<file path="config.mk">
export PLATFORM = sky130hd
export DESIGN_NAME = pia_fifo_6502_flat
export DESIGN_NICKNAME = d
export VERILOG_FILES = /design/src/rtl/pia_fifo_6502_if.sv /design/src/rtl/pia_fifo_6502.sv /design/src/flat_wrapper.sv
export SDC_FILE = /design/constraint.sdc
export NUM_CORES = 1
export LEC_CHECK = 0
export BUFFER_PORTS_ARGS = -buffer_cell sky130_fd_sc_hd__buf_4
export CAP_MARGIN = 20
export CORE_UTILIZATION = 50
export CTS_BUF_LIST = sky130_fd_sc_hd__clkbuf_16
export CTS_CLUSTER_DIAMETER = 200
export DETAILED_ROUTE_END_ITERATION = 10
export PLACE_DENSITY = 0.71
export SYNTH_ARGS = -nofsm -noshare
export SYNTH_HDL_FRONTEND = slang
export SYNTH_SLANG_ARGS = --single-unit
</file>
<file path="constraint.sdc">
create_clock -name eclk -period 4.7 [get_ports eclk]
set_input_delay 0.47 -clock eclk [delete_from_list [all_inputs] [get_ports eclk]]
set_output_delay 0.47 -clock eclk [all_outputs]
set_load 0.01 [all_outputs]
</file>
<file path="src/rtl/pia_fifo_6502_if.sv">
// ----------------------------------------------------------------------------
// pia_fifo_6502_if
//
// Purpose: bundles the CPU register bus and the UART byte handshake of the
// buffered Apple 1 keyboard/display adapter.
//
// Signals:
//   reg_sel  [1:0]  register select: 0 KBD, 1 KBDCR, 2 DSP, 3 DSPCR
//   rd              one-cycle read strobe for the selected register
//   wr              one-cycle write strobe for the selected register
//   din      [7:0]  CPU write data
//   dout     [7:0]  read data, combinational from reg_sel and adapter state
//   rx_data  [7:0]  UART received byte
//   rx_flag         UART has a byte
//   rx_ack          one-cycle pulse, UART consumes its byte
//   tx_data  [7:0]  byte presented to the UART
//   tx_flag         UART transmitter ready
//   tx_wr           one-cycle pulse, UART starts sending tx_data
//
// Modports:
//   master  CPU decode + UART side (drives strobes, data and UART flags)
//   slave   the adapter itself
// ----------------------------------------------------------------------------
interface pia_fifo_6502_if;
    logic [1:0] reg_sel;
    logic       rd;
    logic       wr;
    logic [7:0] din;
    logic [7:0] dout;
    logic [7:0] rx_data;
    logic       rx_flag;
    logic       rx_ack;
    logic [7:0] tx_data;
    logic       tx_flag;
    logic       tx_wr;

    modport master (
        output reg_sel, rd, wr, din, rx_data, rx_flag, tx_flag,
        input  dout, rx_ack, tx_data, tx_wr
    );

    modport slave (
        input  reg_sel, rd, wr, din, rx_data, rx_flag, tx_flag,
        output dout, rx_ack, tx_data, tx_wr
    );
endinterface

</file>
<file path="src/rtl/pia_fifo_6502.sv">
// ----------------------------------------------------------------------------
// pia_fifo_6502
//
// Purpose: buffered Apple 1 keyboard/display adapter between the 6502 bus
// decode and the UART. A keyboard (RX) FIFO collects UART bytes and a display
// (TX) FIFO queues CPU writes for the UART. Presents the PIA-style registers
// KBD, KBDCR, DSP and DSPCR.
//
// Ports:
//   eclk    emulation clock, all state updates on its rising edge
//   ereset  asynchronous, active-high reset
//   bus     pia_fifo_6502_if.slave: register bus + UART handshake
//
// Parameters:
//   RX_DEPTH_LOG2  log2 of keyboard FIFO depth (1..8)
//   TX_DEPTH_LOG2  log2 of display FIFO depth (1..8)
//   TX_GUARD       cycles after tx_wr during which tx_flag is ignored (>= 1)
//
// Build option:
//   PIA_FIFO_UPCASE_EN  when defined, received a-z are stored as A-Z.
// ----------------------------------------------------------------------------
module pia_fifo_6502 #(
    parameter int unsigned RX_DEPTH_LOG2 = 4,
    parameter int unsigned TX_DEPTH_LOG2 = 4,
    parameter int unsigned TX_GUARD      = 2
) (
    input  logic                  eclk,
    input  logic                  ereset,
    pia_fifo_6502_if.slave        bus
);

    localparam int unsigned RxDepth = 1 << RX_DEPTH_LOG2;
    localparam int unsigned TxDepth = 1 << TX_DEPTH_LOG2;
    localparam int unsigned RxCntW  = RX_DEPTH_LOG2 + 1;
    localparam int unsigned TxCntW  = TX_DEPTH_LOG2 + 1;
    localparam int unsigned GuardW  = $clog2(TX_GUARD + 1);

    localparam logic [RxCntW-1:0] RxFullCnt = RxCntW'(RxDepth);
    localparam logic [TxCntW-1:0] TxFullCnt = TxCntW'(TxDepth);
    localparam logic [GuardW-1:0] GuardInit = GuardW'(TX_GUARD);

    localparam logic [1:0] SelKbd   = 2'd0;
    localparam logic [1:0] SelKbdcr = 2'd1;
    localparam logic [1:0] SelDsp   = 2'd2;
    localparam logic [1:0] SelDspcr = 2'd3;

    typedef enum logic {
        RxIdle,
        RxHold
    } rx_state_e;

    typedef enum logic [1:0] {
        TxIdle,
        TxLoad,
        TxBusy
    } tx_state_e;

    // ------------------------------------------------------------------------
    // State
    // ------------------------------------------------------------------------
    rx_state_e                rx_state_q, rx_state_d;
    logic [RX_DEPTH_LOG2-1:0] rx_wptr_q, rx_wptr_d;
    logic [RX_DEPTH_LOG2-1:0] rx_rptr_q, rx_rptr_d;
    logic [RxCntW-1:0]        rx_count_q, rx_count_d;

    tx_state_e                tx_state_q, tx_state_d;
    logic [TX_DEPTH_LOG2-1:0] tx_wptr_q, tx_wptr_d;
    logic [TX_DEPTH_LOG2-1:0] tx_rptr_q, tx_rptr_d;
    logic [TxCntW-1:0]        tx_count_q, tx_count_d;
    logic [7:0]               tx_data_q, tx_data_d;
    logic                     tx_wr_q, tx_wr_d;
    logic [GuardW-1:0]        guard_q, guard_d;
    logic                     tx_ovf_q, tx_ovf_d;
    logic [6:0]               dsp_last_q, dsp_last_d;

    logic [6:0] rx_mem [RxDepth];
    logic [6:0] tx_mem [TxDepth];

    // ------------------------------------------------------------------------
    // Decode and FIFO control
    // ------------------------------------------------------------------------
    logic       rx_empty, rx_full, rx_push, rx_pop;
    logic       tx_empty, tx_full, tx_push, tx_pop;
    logic       kbd_rd, dspcr_rd, dsp_wr;
    logic [6:0] rx_push_data;
    logic [6:0] rx_head, tx_head;
    logic [8:0] tx_count_ext;
    logic [5:0] tx_count_sat;
    logic       unused_rx_msb;

    // Bit 7 of the received byte is never stored.
    assign unused_rx_msb = bus.rx_data[7];

    assign rx_empty = (rx_count_q == '0);
    assign rx_full  = (rx_count_q == RxFullCnt);
    assign tx_empty = (tx_count_q == '0);
    assign tx_full  = (tx_count_q == TxFullCnt);

    assign rx_head = rx_mem[rx_rptr_q];
    assign tx_head = tx_mem[tx_rptr_q];

    assign kbd_rd   = bus.rd && (bus.reg_sel == SelKbd);
    assign dspcr_rd = bus.rd && (bus.reg_sel == SelDspcr);
    assign dsp_wr   = bus.wr && (bus.reg_sel == SelDsp);

    // Ack is issued in the same cycle the byte is pushed; a full FIFO leaves
    // the byte waiting in the UART.
    assign rx_push = (rx_state_q == RxIdle) && bus.rx_flag && !rx_full;
    assign rx_pop  = kbd_rd && !rx_empty;
    assign tx_push = dsp_wr && !tx_full;
    assign tx_pop  = (tx_state_q == TxIdle) && !tx_empty && bus.tx_flag;

    always_comb begin
        rx_push_data = bus.rx_data[6:0];
`ifdef PIA_FIFO_UPCASE_EN
        if ((bus.rx_data[6:0] >= 7'h61) && (bus.rx_data[6:0] <= 7'h7a)) begin
            rx_push_data = bus.rx_data[6:0] - 7'h20;
        end
`endif
    end

    // Count field in DSPCR is only six bits wide; deeper FIFOs saturate.
    assign tx_count_ext = 9'(tx_count_q);
    assign tx_count_sat = (tx_count_ext > 9'd63) ? 6'd63 : tx_count_ext[5:0];

    // ------------------------------------------------------------------------
    // Next-state logic
    // ------------------------------------------------------------------------
    always_comb begin
        // RX FIFO
        rx_wptr_d  = rx_wptr_q;
        rx_rptr_d  = rx_rptr_q;
        rx_count_d = rx_count_q;
        if (rx_push) begin
            rx_wptr_d = rx_wptr_q + 1'b1;
        end
        if (rx_pop) begin
            rx_rptr_d = rx_rptr_q + 1'b1;
        end
        unique case ({rx_push, rx_pop})
            2'b10:   rx_count_d = rx_count_q + 1'b1;
            2'b01:   rx_count_d = rx_count_q - 1'b1;
            default: rx_count_d = rx_count_q;
        endcase

        // RX FSM: wait for the UART to drop its flag before accepting again.
        rx_state_d = rx_state_q;
        unique case (rx_state_q)
            RxIdle:  if (rx_push) rx_state_d = RxHold;
            RxHold:  if (!bus.rx_flag) rx_state_d = RxIdle;
            default: rx_state_d = RxIdle;
        endcase

        // TX FIFO
        tx_wptr_d  = tx_wptr_q;
        tx_rptr_d  = tx_rptr_q;
        tx_count_d = tx_count_q;
        if (tx_push) begin
            tx_wptr_d = tx_wptr_q + 1'b1;
        end
        if (tx_pop) begin
            tx_rptr_d = tx_rptr_q + 1'b1;
        end
        unique case ({tx_push, tx_pop})
            2'b10:   tx_count_d = tx_count_q + 1'b1;
            2'b01:   tx_count_d = tx_count_q - 1'b1;
            default: tx_count_d = tx_count_q;
        endcase

        // DSP register side effects; a same-cycle overflow beats the clear.
        dsp_last_d = dsp_last_q;
        if (dsp_wr) begin
            dsp_last_d = bus.din[6:0];
        end
        tx_ovf_d = tx_ovf_q;
        if (dspcr_rd) begin
            tx_ovf_d = 1'b0;
        end
        if (dsp_wr && tx_full) begin
            tx_ovf_d = 1'b1;
        end

        // TX FSM: tx_wr is high exactly while in TxLoad.
        tx_state_d = tx_state_q;
        tx_data_d  = tx_data_q;
        tx_wr_d    = 1'b0;
        guard_d    = guard_q;
        unique case (tx_state_q)
            TxIdle: begin
                if (tx_pop) begin
                    tx_state_d = TxLoad;
                    tx_data_d  = {1'b0, tx_head};
                    tx_wr_d    = 1'b1;
                end
            end
            TxLoad: begin
                tx_state_d = TxBusy;
                guard_d    = GuardInit;
            end
            TxBusy: begin
                // The UART may still show ready right after tx_wr; ignore it
                // until the guard has expired.
                if (guard_q != '0) begin
                    guard_d = guard_q - 1'b1;
                end else if (bus.tx_flag) begin
                    tx_state_d = TxIdle;
                end
            end
            default: tx_state_d = TxIdle;
        endcase
    end

    // ------------------------------------------------------------------------
    // Registers
    // ------------------------------------------------------------------------
    always_ff @(posedge eclk or posedge ereset) begin
        if (ereset) begin
            rx_state_q <= RxIdle;
            rx_wptr_q  <= '0;
            rx_rptr_q  <= '0;
            rx_count_q <= '0;
            tx_state_q <= TxIdle;
            tx_wptr_q  <= '0;
            tx_rptr_q  <= '0;
            tx_count_q <= '0;
            tx_data_q  <= 8'h00;
            tx_wr_q    <= 1'b0;
            guard_q    <= '0;
            tx_ovf_q   <= 1'b0;
            dsp_last_q <= 7'h00;
        end else begin
            rx_state_q <= rx_state_d;
            rx_wptr_q  <= rx_wptr_d;
            rx_rptr_q  <= rx_rptr_d;
            rx_count_q <= rx_count_d;
            tx_state_q <= tx_state_d;
            tx_wptr_q  <= tx_wptr_d;
            tx_rptr_q  <= tx_rptr_d;
            tx_count_q <= tx_count_d;
            tx_data_q  <= tx_data_d;
            tx_wr_q    <= tx_wr_d;
            guard_q    <= guard_d;
            tx_ovf_q   <= tx_ovf_d;
            dsp_last_q <= dsp_last_d;
        end
    end

    // FIFO storage needs no reset; pointers and counts define validity.
    always_ff @(posedge eclk) begin
        if (rx_push) begin
            rx_mem[rx_wptr_q] <= rx_push_data;
        end
        if (tx_push) begin
            tx_mem[tx_wptr_q] <= bus.din[6:0];
        end
    end

    // ------------------------------------------------------------------------
    // Outputs
    // ------------------------------------------------------------------------
    assign bus.rx_ack  = rx_push;
    assign bus.tx_data = tx_data_q;
    assign bus.tx_wr   = tx_wr_q;

    always_comb begin
        bus.dout = 8'h00;
        unique case (bus.reg_sel)
            SelKbd:   bus.dout = rx_empty ? 8'h80 : {1'b1, rx_head};
            SelKbdcr: bus.dout = {!rx_empty, 7'd0};
            SelDsp:   bus.dout = {tx_full, dsp_last_q};
            SelDspcr: bus.dout = {tx_empty, tx_ovf_q, tx_count_sat};
            default:  bus.dout = 8'h00;
        endcase
    end

endmodule

</file>
<file path="src/flat_wrapper.sv">
// flat-port wrapper written by rule: the top's interface ports become plain ports
module pia_fifo_6502_flat 
#(
    parameter int unsigned RX_DEPTH_LOG2 = 4,
    parameter int unsigned TX_DEPTH_LOG2 = 4,
    parameter int unsigned TX_GUARD      = 2
)
  (eclk, ereset, bus_reg_sel, bus_rd, bus_wr, bus_din, bus_rx_data, bus_rx_flag, bus_tx_flag, bus_dout, bus_rx_ack, bus_tx_data, bus_tx_wr);
  pia_fifo_6502_if bus_i ();
  input  logic eclk;
  input  logic ereset;
  input wire logic [$bits(bus_i.reg_sel)-1:0] bus_reg_sel;
  input wire logic [$bits(bus_i.rd)-1:0] bus_rd;
  input wire logic [$bits(bus_i.wr)-1:0] bus_wr;
  input wire logic [$bits(bus_i.din)-1:0] bus_din;
  input wire logic [$bits(bus_i.rx_data)-1:0] bus_rx_data;
  input wire logic [$bits(bus_i.rx_flag)-1:0] bus_rx_flag;
  input wire logic [$bits(bus_i.tx_flag)-1:0] bus_tx_flag;
  output wire logic [$bits(bus_i.dout)-1:0] bus_dout;
  output wire logic [$bits(bus_i.rx_ack)-1:0] bus_rx_ack;
  output wire logic [$bits(bus_i.tx_data)-1:0] bus_tx_data;
  output wire logic [$bits(bus_i.tx_wr)-1:0] bus_tx_wr;
  assign bus_i.reg_sel = bus_reg_sel;
  assign bus_i.rd = bus_rd;
  assign bus_i.wr = bus_wr;
  assign bus_i.din = bus_din;
  assign bus_i.rx_data = bus_rx_data;
  assign bus_i.rx_flag = bus_rx_flag;
  assign bus_i.tx_flag = bus_tx_flag;
  assign bus_dout = bus_i.dout;
  assign bus_rx_ack = bus_i.rx_ack;
  assign bus_tx_data = bus_i.tx_data;
  assign bus_tx_wr = bus_i.tx_wr;
  pia_fifo_6502 #(.RX_DEPTH_LOG2(RX_DEPTH_LOG2), .TX_DEPTH_LOG2(TX_DEPTH_LOG2), .TX_GUARD(TX_GUARD)) u_core (.eclk(eclk), .ereset(ereset), .bus(bus_i));
endmodule
</file>
==> summary by stage <==
Outcome
The run finished with clean final reports.

Pwr
The share of total power dissipated in combinational logic is 0.259. The portion of total power attributed to the clock network is 0.283. The total power density per cell area is 564 mW/mm2. The analysis attributes to net switching a power of 2.09 mW. The maximum ir drop on the vdd rail is 0.289 mV. The standby leakage power is 4.38 nW. The proportion of power drawn by flip-flops and latches is 0.458. The internal power component is 5.00 mW. Of the total power, the share spent switching nets is 0.295.

Detailed routing
The post-route DRC violation count is 0. The routed design has 20700 um of wire. The detail route stage leaves a number of antenna-violating nets equal to 0. The first detailed-routing pass ran for 5 iterations.

The number of vias in the routed layout is 5501. The iteration-0 DRC count of the detailed router is 262. Dividing the detail-routed wire length by the instance count gives 21.6 um. In the routed layout, each cell is associated on average with a via count of 5.77.

Clock network
Clock-pin slew was measured on the worst setup and hold paths at 0.06 ns. The clock insertion delay at the later pin of the skew report is 0.53 ns. The root buffer selected by CTS is sky130_fd_sc_hd__clkbuf_16. The maximum clock path buffer count is 3. The number of H-tree branching levels is 1. The hold-fix buffer count after cts is 0.

Once the clock tree was built, the resizer swapped 0 gates to a different size. The CTS sink count is 271. The clock buffer count from CTS is 28. Once the clock tree was built, the setup fixing pass inserted 0 buffers. The TritonCTS clock tree is done.

STA
The largest clock skew in the final design is 0.0260 ns. The summed negative setup slack over all endpoints is 0 ns. The measured slew at the worst slew-check pin is 1.00 ns.

The headroom to the max-slew limit is 0.333. Based on the critical path, the design can be clocked at up to 316 MHz. The count of pins over their slew limit was 0. Across all setup checks in the final design, the least slack found is 1.54 ns. The clock period minus final worst setup slack is 3.16 ns. Setup violations remaining at the end of the flow were counted as 0. In the finished design, the share of the clock period the worst path needs comes to 0.673. The number of hold-slack violations in the final timing report is 0. Setup repair after global routing left no endpoint under its margin.

Synth
The net count of the mapped netlist is 648. The main combinational cell family by area after synthesis is multiplexers. Synthesis inferred 271 register bits.

The number of flops mapped to enable cells by yosys is 224. The netlist area before placement is 0.0112 mm2. The mean post-synth cell area is 18.4 um2. The number of standard cells after synthesis is 605. The share of flip-flops with an asynchronous set or reset after synthesis is 0.173. For this run, the number of Yosys warnings is 0.

The share of the Yosys chip area taken by registers is 0.708. The simple-gate area share of the yosys netlist is 0.0451. The fraction of the mapped netlist area in compound gates was 0.0358.

The post-synthesis mux area share is 0.152. Of the total synthesized cell area, the portion taken by XOR and XNOR cells is 0.0173. The count of distinct cell types in the synthesized netlist is 51.

The most frequently used flop master after synthesis is sky130_fd_sc_hd__edfxtp_1. Of the total synthesized cell area, the portion taken by full adders, half adders and majority gates is 0.0220.

Die
The overall die width is 151 um. The starting density of the core is 0.511. The floorplan has 54 rows.

The area of the die is 0.0229 mm2. In this run the standard cell core region covers 0.0218 mm2. The die is 151 um tall. The number of top-level design ports is 42.

Job
The number of max-cap violations is 0.

Setup path
The setup path with the least slack is of type flip-flop to flip-flop. In this run the critical register-to-register path is launched from u_core.rx_count_q[0]. The cell count of the worst reg-to-reg path is 12. At the worst endpoint, the required time is 5.12 ns. Along the worst path, the maximum fanout reaches 10. The worst setup path is launched from a flip-flop.

The kind of capture point of the worst setup path is a flip-flop. Data arrives at the worst endpoint at 3.58 ns. The end of the worst register-to-register path is u_core.rx_count_q[4]. Setup slack on the worst reg-to-reg path comes out at 1.54 ns.

Final layout
0 antenna diodes ended up in the layout. The fraction of layout cells with a size suffix above 1 is 0.261. The number of nets in the layout is 696. Counting the fill cells in the layout gives 1594. From synthesis to final layout, the design area changed by 12.8%.

Hold path
The startpoint identified for the worst hold timing path is bus_rx_flag. In this run the worst hold path is classified as input pin to flip-flop. The count of cells along the worst hold path is 2. For hold timing, the worst endpoint is u_core.rx_state_q.

Placement
OpenSTA, run right after detailed placement, puts the worst setup slack at 1.64 ns. At the end of routability-driven placement, the weighted congestion stood at 0.789. Buffers placed on the I/O ports in this run total 38.

The estimated wirelength of the detail-placed design is 13500 um.

Global routing
The number of antenna violations at the first check in global routing was 0. The via count of the first global-routing pass is 5731. The first global-routing pass estimated 32000 um of wire.

The global-route total usage across every layer is 0.188. The total overflow reported by the global router is 0. The maximum number of pins on one net before global-route repair is 48.
==> flip-flops by register name (all words and copies together), names as in the netlist <==
signal	flops
u_core.dsp_last_q	7
u_core.tx_ovf_q	1
u_core.rx_state_q	1
u_core.rx_count_q	5
u_core.tx_wptr_q	4
u_core.bus.tx_wr	1
u_core.bus.tx_data	7
u_core.rx_mem	112
u_core.tx_mem	112
u_core.tx_count_q	5
u_core.guard_q	2
u_core.tx_state_q	2
u_core.rx_rptr_q	4
u_core.rx_wptr_q	4
u_core.tx_rptr_q	4
==> worst max path at each step <==
stage | from | endpoint | cells past startpoint | slack, ns
global placement | u_core.rx_count_q[0] | u_core.rx_count_q[4] | 12 | 1.68
finish | u_core.rx_count_q[0] | u_core.rx_count_q[4] | 12 | 1.54
global route | u_core.rx_count_q[0] | u_core.rx_count_q[4] | 12 | 1.35
CTS | u_core.rx_rptr_q[1] | bus_dout[2] | 4 | 1.27
floorplan | bus_reg_sel[1] | u_core.rx_count_q[4] | 11 | 1.93
detailed placement | u_core.rx_count_q[0] | u_core.rx_count_q[4] | 12 | 1.64
==> cell usage in the layout, fill, tap and decap left out, types with 18 or more instances in the layout <==
cell type	count
sky130_fd_sc_hd__mux2_2	23
sky130_fd_sc_hd__clkbuf_16	29
sky130_fd_sc_hd__dfrtp_1	45
sky130_fd_sc_hd__ha_1	18
sky130_fd_sc_hd__inv_1	24
sky130_fd_sc_hd__edfxtp_1	224
sky130_fd_sc_hd__mux4_2	56
sky130_fd_sc_hd__nand2_1	24
sky130_fd_sc_hd__buf_4	41
==> Yosys cell counts (10+ instances only) <==
cell type | instances | area share
sky130_fd_sc_hd__o21ai_0 | 10 | 0.0045
sky130_fd_sc_hd__o22ai_1 | 14 | 0.0078
sky130_fd_sc_hd__mux4_2 | 56 | 0.11
sky130_fd_sc_hd__clkbuf_1 | 11 | 0.0037
sky130_fd_sc_hd__dfrtp_1 | 47 | 0.11
sky130_fd_sc_hd__xnor2_1 | 15 | 0.012
sky130_fd_sc_hd__ha_1 | 18 | 0.020
sky130_fd_sc_hd__nand2_1 | 24 | 0.0081
sky130_fd_sc_hd__mux2i_1 | 16 | 0.014
sky130_fd_sc_hd__nor2_1 | 16 | 0.0054
sky130_fd_sc_hd__and2_1 | 16 | 0.0090
sky130_fd_sc_hd__a21oi_1 | 11 | 0.0049
sky130_fd_sc_hd__mux2_2 | 23 | 0.023
sky130_fd_sc_hd__inv_1 | 16 | 0.0054
sky130_fd_sc_hd__edfxtp_1 | 224 | 0.60
==> worst max-delay path, stage by stage, from the launching register on <==
cell,delay [ns]
sky130_fd_sc_hd__dfrtp_1,0.42
sky130_fd_sc_hd__nor4_1,0.46
sky130_fd_sc_hd__nand2_1,0.15
sky130_fd_sc_hd__and3b_1,0.30
sky130_fd_sc_hd__inv_1,0.10
sky130_fd_sc_hd__ha_1,0.23
sky130_fd_sc_hd__inv_1,0.11
sky130_fd_sc_hd__fa_1,0.41
sky130_fd_sc_hd__nor2b_1,0.15
sky130_fd_sc_hd__o21ai_0,0.13
sky130_fd_sc_hd__nand3_1,0.10
sky130_fd_sc_hd__or3b_1,0.36
sky130_fd_sc_hd__xnor2_1,0.13
==> final cells by class <==
type | count | area [um2] | area share
sequential | 271 | 7910 | 0.628
timing repair buffer | 48 | 378 | 0.0300
inverter | 17 | 63.8 | 0.00507
multi-input combinational | 287 | 3040 | 0.242
clock buffer | 29 | 726 | 0.0577
tap | 280 | 350 | 0.0278
clock inverter | 22 | 119 | 0.00945
==> metal layers <==
layer	routed length, um	track usage	share of wire	vias to the layer above
met5	0	0	0	-
met1	8860	0.246	0.43	2830
li1	-	-	-	2487
met2	10400	0.318	0.50	152
met3	878	0.0304	0.043	32
met4	520	0.0665	0.025	0
==> stage by stage <==
stage                     hold slack (ns)  cells   util  cell area, um2  total power [mW]
after floorplan                     0.443    605      -           11200              4.60
after global placement              0.467    896  0.535           11700              5.04
after detailed placement            0.477    900  0.535           11700              5.12
after CTS                           0.141    951  0.574           12500              7.13
after global routing                0.154    954  0.576           12600              7.42
final                               0.156    954  0.576           12600              7.10
==> cell families (layout without fill, tap and decap cells) <==
group,Yosys count,after routing
AO/OA/AOI/OAI,58,58
XOR/XNOR,22,22
adder cells (fa/ha/maj),19,19
buffers and inverters,47,116
flip-flops,271,271
multiplexers,96,96
other,1,1
AND/OR/NAND/NOR,91,91
==> power groups by stage <==
| stage | clock network [mW] | registers (mW) | logic, mW |
|---|---|---|---|
| 2_1_floorplan | 0 | 3.05 | 1.55 |
| 3_3_place_gp | 0 | 3.33 | 1.71 |
| 3_5_place_dp | 0 | 3.35 | 1.77 |
| 4_1_cts | 2.04 | 3.30 | 1.78 |
| 5_1_grt | 2.13 | 3.29 | 2.00 |
| 6_report | 2.01 | 3.25 | 1.84 |
Note: power is estimated with default switching activity, not from simulation.
